$ cat config.mk
export PLATFORM = sky130hd
export DESIGN_NAME = pmcd_release_ctrl
export DESIGN_NICKNAME = d
export VERILOG_FILES = /design/src/rtl/pmcd_release_ctrl_pkg.sv /design/src/rtl/pmcd_release_ctrl_sync2.sv /design/src/rtl/pmcd_release_ctrl.sv
export SDC_FILE = /design/constraint.sdc
export NUM_CORES = 1
export LEC_CHECK = 0
export ABC_AREA = 1
export BUFFER_PORTS_ARGS = -buffer_cell sky130_fd_sc_hd__buf_2
export CAP_MARGIN = 20
export CORE_UTILIZATION = 51
export CTS_CLUSTER_SIZE = 28
export DETAILED_ROUTE_END_ITERATION = 10
export PLACE_DENSITY = 0.74
export SYNTH_ARGS = -nofsm -noshare
export SYNTH_HDL_FRONTEND = slang
export SYNTH_SLANG_ARGS = --single-unit
$ cat constraint.sdc
create_clock -name clk -period 2 [get_ports clk]
set_clock_uncertainty 0.1 [all_clocks]
set_input_delay 0.4 -clock clk [delete_from_list [all_inputs] [get_ports clk]]
set_output_delay 0.4 -clock clk [all_outputs]
set_load 0.01 [all_outputs]
$ cat src/rtl/pmcd_release_ctrl_pkg.sv
// Shared definitions for the PMCD release sequencer: state encoding and
// elaboration-time sizing helpers.
package pmcd_release_ctrl_pkg;

    typedef enum logic [2:0] {
        ST_HOLD      = 3'd0,
        ST_WAIT_LOCK = 3'd1,
        ST_STABLE    = 3'd2,
        ST_REL_WAIT  = 3'd3,
        ST_CHECK     = 3'd4,
        ST_RUN       = 3'd5,
        ST_FAULT     = 3'd6
    } pmcd_state_t;

    localparam int RETRY_W = 4;

    function automatic int clog2(input int value);
        int r = 0;
        for (int i = 0; i < 31; i++) begin
            if ((1 << i) < value) r = i + 1;
        end
        return r;
    endfunction

    function automatic int max4(input int a, input int b, input int c, input int d);
        int m = a;
        if (b > m) m = b;
        if (c > m) m = c;
        if (d > m) m = d;
        return m;
    endfunction

endpackage

$ cat src/rtl/pmcd_release_ctrl_sync2.sv
// Two-flop synchronizer for an asynchronous level input; both flops clear on
// the synchronous reset so the synced value starts from a known 0.
module pmcd_release_ctrl_sync2 (
    input  logic clk,
    input  logic rst,
    input  logic d,
    output logic q
);
    logic meta;

    always_ff @(posedge clk) begin
        if (rst) begin
            meta <= 1'b0;
            q    <= 1'b0;
        end else begin
            meta <= d;
            q    <= meta;
        end
    end

endmodule

$ cat src/rtl/pmcd_release_ctrl.sv
// Sequencer for the PMCD RST/REL pins: holds the divider in reset until the DCM
// lock is stable, releases it, then verifies the divided-clock feedback toggles.
module pmcd_release_ctrl
    import pmcd_release_ctrl_pkg::*;
#(
    parameter int    RST_HOLD_CYCLES    = 16,
    parameter int    LOCK_STABLE_CYCLES = 64,
    parameter int    REL_DELAY_CYCLES   = 8,
    parameter int    FB_TIMEOUT_CYCLES  = 256,
    parameter int    MAX_RETRIES        = 3,
    parameter string EN_REL             = "TRUE"
) (
    input  logic               clk,
    input  logic               rst,
    input  logic               dcm_locked,
    input  logic               fb_div,
    output logic               pmcd_rst,
    output logic               pmcd_rel,
    output logic               ready,
    output logic               fault,
    output logic [RETRY_W-1:0] retry_cnt,
    output logic [2:0]         state
);

    localparam int CNT_W = clog2(max4(RST_HOLD_CYCLES, LOCK_STABLE_CYCLES,
                                      REL_DELAY_CYCLES, FB_TIMEOUT_CYCLES)) + 1;

    localparam logic [CNT_W-1:0]   HOLD_LAST    = CNT_W'(RST_HOLD_CYCLES - 1);
    localparam logic [CNT_W-1:0]   STABLE_LAST  = CNT_W'(LOCK_STABLE_CYCLES - 1);
    localparam logic [CNT_W-1:0]   REL_LAST     = CNT_W'(REL_DELAY_CYCLES - 1);
    localparam logic [CNT_W-1:0]   TIMEOUT_LAST = CNT_W'(FB_TIMEOUT_CYCLES - 1);
    localparam logic [CNT_W-1:0]   CNT_SAT      = {CNT_W{1'b1}};
    localparam logic [RETRY_W-1:0] RETRY_LIMIT  = RETRY_W'(MAX_RETRIES);
    localparam bit                 REL_ON       = (EN_REL == "TRUE");

    pmcd_state_t        state_q;
    pmcd_state_t        state_d;
    logic [CNT_W-1:0]   cnt_q;
    logic [RETRY_W-1:0] retry_q;
    logic [RETRY_W-1:0] retry_d;
    logic               lock_s;
    logic               fb_s;
    logic               fb_q;
    logic               fb_edge;
    logic               first_edge_q;
    logic               second_edge;
    logic               state_change;

    pmcd_release_ctrl_sync2 u_sync_lock (
        .clk (clk),
        .rst (rst),
        .d   (dcm_locked),
        .q   (lock_s)
    );

    pmcd_release_ctrl_sync2 u_sync_fb (
        .clk (clk),
        .rst (rst),
        .d   (fb_div),
        .q   (fb_s)
    );

    // Both feedback edges count, so a divided clock proves itself in one period.
    assign fb_edge      = fb_s ^ fb_q;
    assign second_edge  = fb_edge && first_edge_q;
    assign state_change = (state_d != state_q);

    always_comb begin
        state_d = state_q;
        retry_d = retry_q;
        case (state_q)
            ST_HOLD: begin
                if (cnt_q == HOLD_LAST) state_d = ST_WAIT_LOCK;
            end
            ST_WAIT_LOCK: begin
                if (lock_s) state_d = ST_STABLE;
            end
            ST_STABLE: begin
                if (!lock_s)                   state_d = ST_WAIT_LOCK;
                else if (cnt_q == STABLE_LAST) state_d = ST_REL_WAIT;
            end
            ST_REL_WAIT: begin
                if (!lock_s)                state_d = ST_HOLD;
                else if (cnt_q == REL_LAST) state_d = ST_CHECK;
            end
            ST_CHECK: begin
                // Lock loss outranks everything; a late 2nd edge still beats the timeout.
                if (!lock_s) begin
                    state_d = ST_HOLD;
                end else if (second_edge) begin
                    state_d = ST_RUN;
                    retry_d = '0;
                end else if (cnt_q == TIMEOUT_LAST) begin
                    if (retry_q + RETRY_W'(1) == RETRY_LIMIT) begin
                        state_d = ST_FAULT;
                    end else begin
                        state_d = ST_HOLD;
                        retry_d = retry_q + RETRY_W'(1);
                    end
                end
            end
            ST_RUN: begin
                if (!lock_s) state_d = ST_HOLD;
            end
            ST_FAULT: begin
                state_d = ST_FAULT;
            end
            default: begin
                state_d = ST_HOLD;
            end
        endcase
    end

    always_ff @(posedge clk) begin
        if (rst) begin
            state_q      <= ST_HOLD;
            cnt_q        <= '0;
            retry_q      <= '0;
            fb_q         <= 1'b0;
            first_edge_q <= 1'b0;
        end else begin
            state_q <= state_d;
            retry_q <= retry_d;
            fb_q    <= fb_s;
            // Saturate rather than wrap in the untimed states (WAIT_LOCK, RUN, FAULT).
            if (state_change)         cnt_q <= '0;
            else if (cnt_q != CNT_SAT) cnt_q <= cnt_q + CNT_W'(1);
            if (state_change || state_q != ST_CHECK) first_edge_q <= 1'b0;
            else if (fb_edge)                        first_edge_q <= 1'b1;
        end
    end

    // Outputs are registered from the next state so they line up with state_q.
    always_ff @(posedge clk) begin
        if (rst) begin
            pmcd_rst <= 1'b1;
            pmcd_rel <= 1'b0;
            ready    <= 1'b0;
            fault    <= 1'b0;
        end else begin
            pmcd_rst <= (state_d == ST_HOLD) || (state_d == ST_WAIT_LOCK) ||
                        (state_d == ST_STABLE) || (state_d == ST_FAULT);
            pmcd_rel <= REL_ON && ((state_d == ST_CHECK) || (state_d == ST_RUN));
            ready    <= (state_d == ST_RUN);
            fault    <= (state_d == ST_FAULT);
        end
    end

    assign retry_cnt = retry_q;
    assign state     = state_q;

endmodule
# After elaboration in Yosys (flattened, before gate mapping)
# Cells that the tools add are included.
[word_totals]
input_bits = 4
ramBits = 0
regBits = 26
elab_cells = 63
romBits = 0
latchBits = 0
mem_count = 0
[op_classes]
order_cmp = 0
n_addsub = 2
n_reduce_logical = 12
n_mux = 15
div = 0
multipliers = 0
eq_ne = 20
shift = 0
bitwise = 1
[op_table]
columns = ["operator", "n"]
rows = [
  ["2-to-1 mux 3 bit", 11],
  ["one-hot mux 3 bit (7 select lines)", 1],
  ["== test 3 bit, second input constant", 6],
  ["2-to-1 mux 4 bit", 3],
  ["adder 9 x 1 -> 9 bit, second input constant", 1],
  ["== test 3 x 2 -> 1 bit, second input constant", 3],
  ["== test 9 x 3 -> 1 bit, second input constant", 1],
  ["== test 9 x 4 -> 1 bit, second input constant", 1],
  ["== test 9 x 6 -> 1 bit, second input constant", 1],
  ["== test 9 x 8 -> 1 bit, second input constant", 1],
  ["!= test 9 bit, second input constant", 1],
  ["== test 3 x 1 -> 1 bit, second input constant", 2],
  ["zero test 3 bit", 2],
  ["logical OR 1 bit", 5],
  ["adder 4 x 1 -> 4 bit, second input constant", 1],
  ["== test 4 x 2 -> 1 bit, second input constant", 1],
  ["AND reduction 4 bit", 1],
  ["OR reduction 2 bit", 2],
  ["!= test 3 bit", 1],
  ["!= test 3 bit, second input constant", 1],
  ["!= test 2 bit, second input constant", 1],
  ["nonzero test 2 bit", 1],
  ["logical AND 1 bit", 1],
  ["bitwise XOR 1 bit", 1],
]

# Depth between registers and ports, before layout
[logic_depth]
ltp_word = 11
depth_mapped = 14
ltp_nobuf = 14

# Hierarchy
# Synthesis repeated with hierarchy kept, for this count alone.
[unflattened]
hier_cells = 184
hier_area_um2 = 1352.5
[modules_own_cells]
columns = ["mod", "cells_each", "area_per_inst_um2", "n_inst"]
rows = [
  ["pmcd_release_ctrl", 172, 1242.4, 1],
  ["pmcd_release_ctrl_sync2", 6, 55.1, 2],
]

# Worst setup path before layout
# No wires, ideal clock.
[synth_path]
kind = "register -> register"
startpoint = "reg cnt_q[0]"
endpoint = "reg first_edge_q"
path_slack_ps = -112
required_ps = 1782
path_buffers = 0
t_arrival_ps = 1895
path_stages_with_launch = 15
path_cell_list = "dfxtp_1 > ha_1 > nand2_1 > nor4_1 > ha_1 > or2_2 > nand2_1 > nor2_1 > nand2_1 > nand2_1 > nand2_1 > nand2_1 > inv_1 > nand3_4 > nor2_1"
[synth_between]
elab_chain_len = 8
word_cells_on_any_way = 16
[synth_rtl]
columns = ["item", "line_no", "source"]
rows = [
  ["start: declaration", "pmcd_release_ctrl.sv:38", "logic [CNT_W-1:0] cnt_q;"],
  ["start signal: assignment", "pmcd_release_ctrl.sv:127", "else if (cnt_q != CNT_SAT) cnt_q <= cnt_q + CNT_W'(1);"],
  ["== test 9 x 8 -> 1 bit", "pmcd_release_ctrl.sv:93", "end else if (cnt_q == TIMEOUT_LAST) begin"],
  ["2-to-1 mux 3 bit", "pmcd_release_ctrl.sv:93", ""],
  ["2-to-1 mux 3 bit", "pmcd_release_ctrl.sv:90", "end else if (second_edge) begin"],
  ["2-to-1 mux 3 bit", "pmcd_release_ctrl.sv:88", "if (!lock_s) begin"],
  ["one-hot mux 3 bit (7 select lines) (*)", "pmcd_release_ctrl.sv:71", "case (state_q)"],
  ["!= test 3 bit (*)", "pmcd_release_ctrl.sv:66", "assign state_change = (state_d != state_q);"],
  ["logical OR 1 bit (*)", "pmcd_release_ctrl.sv:128", "if (state_change || state_q != ST_CHECK) first_edge_q <= 1'b0;"],
  ["OR reduction 2 bit (no line) (*)", "--", ""],
  ["end signal: assignment", "pmcd_release_ctrl.sv:120", "first_edge_q <= 1'b0;"],
  ["end signal: assignment", "pmcd_release_ctrl.sv:128", ""],
  ["end signal: assignment", "pmcd_release_ctrl.sv:129", "else if (fb_edge) first_edge_q <= 1'b1;"],
  ["end: declaration", "pmcd_release_ctrl.sv:45", "logic first_edge_q;"],
]
# Mark *: on every way between the ends. The rest lies on a longest branch, timed or not.
# A chain may end at the register's enable or synchronous reset.

# Final worst setup path
[layout_path]
startpoint = "reg cnt_q[1]"
endpoint = "reg first_edge_q"
# Same word-level chain as after synthesis.

==> metrics.txt <==
Root Driver=clkbuf_4; unrepaired setup endpoints after global routing=yes; gr usage total=22.9%; layout cells sized above 1=roughly 27%; commonest non-fill, non-tap cell in the layout=nand2_1; Synth warnings=0; Netlist cell types=22; Slew Limit Fails=0; initial antenna violation count=0; Nets=231; min cycle time layout=slightly above 2 ns; final core occ=68.0%; critical-path maximum fanout=5; clk slew on worst S/H paths=roughly 0.15 ns; Initial DRC Count=28; Post-route DRC=0; Starting Density=53.7%; sequential fraction of the synthesis area=39.1%; clk sinks=26; CP arrival=2.20 ns; WL/cell=approximately 12 um; Routed WL=2970 um; failing checks=negative setup slack; Worst Hold Class=in2reg; Clock Path Buffers=2; Power Total=0.950 mW; max_cap viols=0; # IOs=15; gr ovfl total=0; TritonCTS clock tree=yes; CP Class=reg2reg; first-pass GRT wire length=4720 um; flops & latches, synth=26; fin crit share=103%; DR vias=1324; port buffer count=14; Hold Slack=0.159 ns; Synth Instances=191; final hold violation count=0; Core Rows=18; vias per cell=5.30; status=finished, violations left; CTS Buf Count=3; relative slew slack=between 60 and 70%; Mapped Nets=201; H-Tree Depth=1; Crit. End Element=flop; GP Congestion=0.968; Die Ht=53.1 um; die area=~2800 um^2; Post-DRT Antenna Nets=0; # setup viols final=10; number of diodes=0; syn avg cell area=6.97 um^2; CORE AREA=2480 um^2; VDD IR max=0.529 mV; commonest non-fill, non-tap cells in the layout=nand2_1, nor2_1, inv_1, dfxtp_1, buf_2; largest net degree at the start of global routing=16; drt pass-1 iters=4; FILL cells=225; worst slew pin tran=0.462 ns; pwr dens=564 nW/um^2; leakage power=0.757 nW; CP Launch Type=flop; number of global-route vias before repair=1129; Finished Cell Area=1690 um^2; Die X=between 50 and 60 um; Area Growth Syn to Fin=26.6%; hpwl dp=2020 um; area of the mapped netlist=1330 um^2; placed cell areas=1510 um^2; Peak Freq=484 MHz; later-pin clock latency in the skew report=0.34 ns; worst path required time=2.13 ns; hold_buf cts=0; PnR worst setup slack=-0.0670 ns
==> worst max-delay path, cell delays in order, from the launching register on <==
cell and delay, ns:
dfxtp_4 0.39, ha_4 0.15, nand2_4 0.06, nor4_4 0.29
ha_2 0.24, or2_4 0.11, nand2_2 0.05, nor2_2 0.10
nand2_1 0.06, nand2_2 0.08, nand2_1 0.05, nand2_1 0.06
inv_2 0.06, nand3_4 0.11, nor2_2 0.05
==> timing repair <==
| item | 4_1_cts | 5_1_grt |
|---|---|---|
| buffers inserted | 0 | 3 |
| resized for setup | 8 | 22 |
| cloned | 1 | 0 |
| setup endpoints to repair | 13 | 16 |
| pin swaps | 3 | 12 |
==> per-stage QoR <==
step	TNS, ns	instances	worst slack (ns)
after CTS	-0.0138	247	-0.00546
after global routing	-1.77	250	-0.184
after global placement	-0.00722	242	-0.00722
after detailed placement	-0.502	242	-0.0569
final	-0.449	250	-0.0670
after floorplan	0	191	0.0205
==> cell usage after synthesis (all sizes together) <==
library cell / instances / area [um^2]
nand2: 42 / 160
nor2: 38 / 153
inv: 28 / 105
dfxtp: 26 / 521
nand3: 15 / 100
a21oi: 10 / 50.1
ha: 6 / 75.1
o21ai: 5 / 25.0
nand4: 4 / 25.0
nor3: 4 / 20.0
xor2: 4 / 35.0
or2: 3 / 18.8
a211oi: 1 / 7.51
clkbuf: 1 / 3.75
mux2i: 1 / 10.0
nor4: 1 / 6.26
o211ai: 1 / 7.51
xnor2: 1 / 8.76
==> logic make-up (layout without fill, tap and decap cells) <==
logic type,count (synthesis),in the layout,synth area share (%)
buf+inv,29,57,8.18
fa+ha+maj,6,6,5.64
simple gates,107,108,36.3
xor+xnor,5,5,3.29
flops,26,26,39.1
compound gates,17,17,6.77
mux,1,1,0.752
==> flip-flops by register name (all words and copies together) (netlist names) <==
| name | cells |
|---|---|
| cnt_q | 9 |
| fault | 1 |
| fb_q | 1 |
| first_edge_q | 1 |
| pmcd_rel | 1 |
| pmcd_rst | 1 |
| ready | 1 |
| retry_cnt | 4 |
| state | 3 |
| u_sync_fb.meta | 1 |
| u_sync_fb.q | 1 |
| u_sync_lock.meta | 1 |
| u_sync_lock.q | 1 |
==> power breakdown <==
group | switching (mW) | internal (mW)
logic | 0.0258 | 0.0239
registers | 0.00850 | 0.528
clock network | 0.161 | 0.203
==> routing by layer <==
layer	track usage (%)	share of wire, %	vias to the layer above
met5	0	0	-
met4	10.5	2.1	0
li1	-	-	668
met1	28.0	44	602
met3	2.59	4.7	10
met2	39.5	49	44
==> area by class of cell <==
class | count | area, um^2 | area share [%]
Multi-Input combinational cell | 137 | 805 | 47.7
Sequential cell | 26 | 529 | 31.4
Timing Repair Buffer | 25 | 156 | 9.28
Inverter | 28 | 105 | 6.24
Tap cell | 30 | 37.5 | 2.23
Clock inverter | 1 | 30.0 | 1.78
Clock buffer | 3 | 22.5 | 1.34
==> final timing paths <==
check                           slack, ns                          end  depth (start not counted)                         from
worst max-delay path                -0.07    first_edge_q$_SDFFE_PP0N_                         14        cnt_q[1]$_SDFFE_PP0P_
worst min-delay path                 0.16  u_sync_lock.meta$_SDFF_PP0_                          3                   dcm_locked
worst max register to register      -0.07    first_edge_q$_SDFFE_PP0N_                         14        cnt_q[1]$_SDFFE_PP0P_
worst min register to register       0.30     u_sync_lock.q$_SDFF_PP0_                          2  u_sync_lock.meta$_SDFF_PP0_
Note: power is estimated with default switching activity, not from simulation.
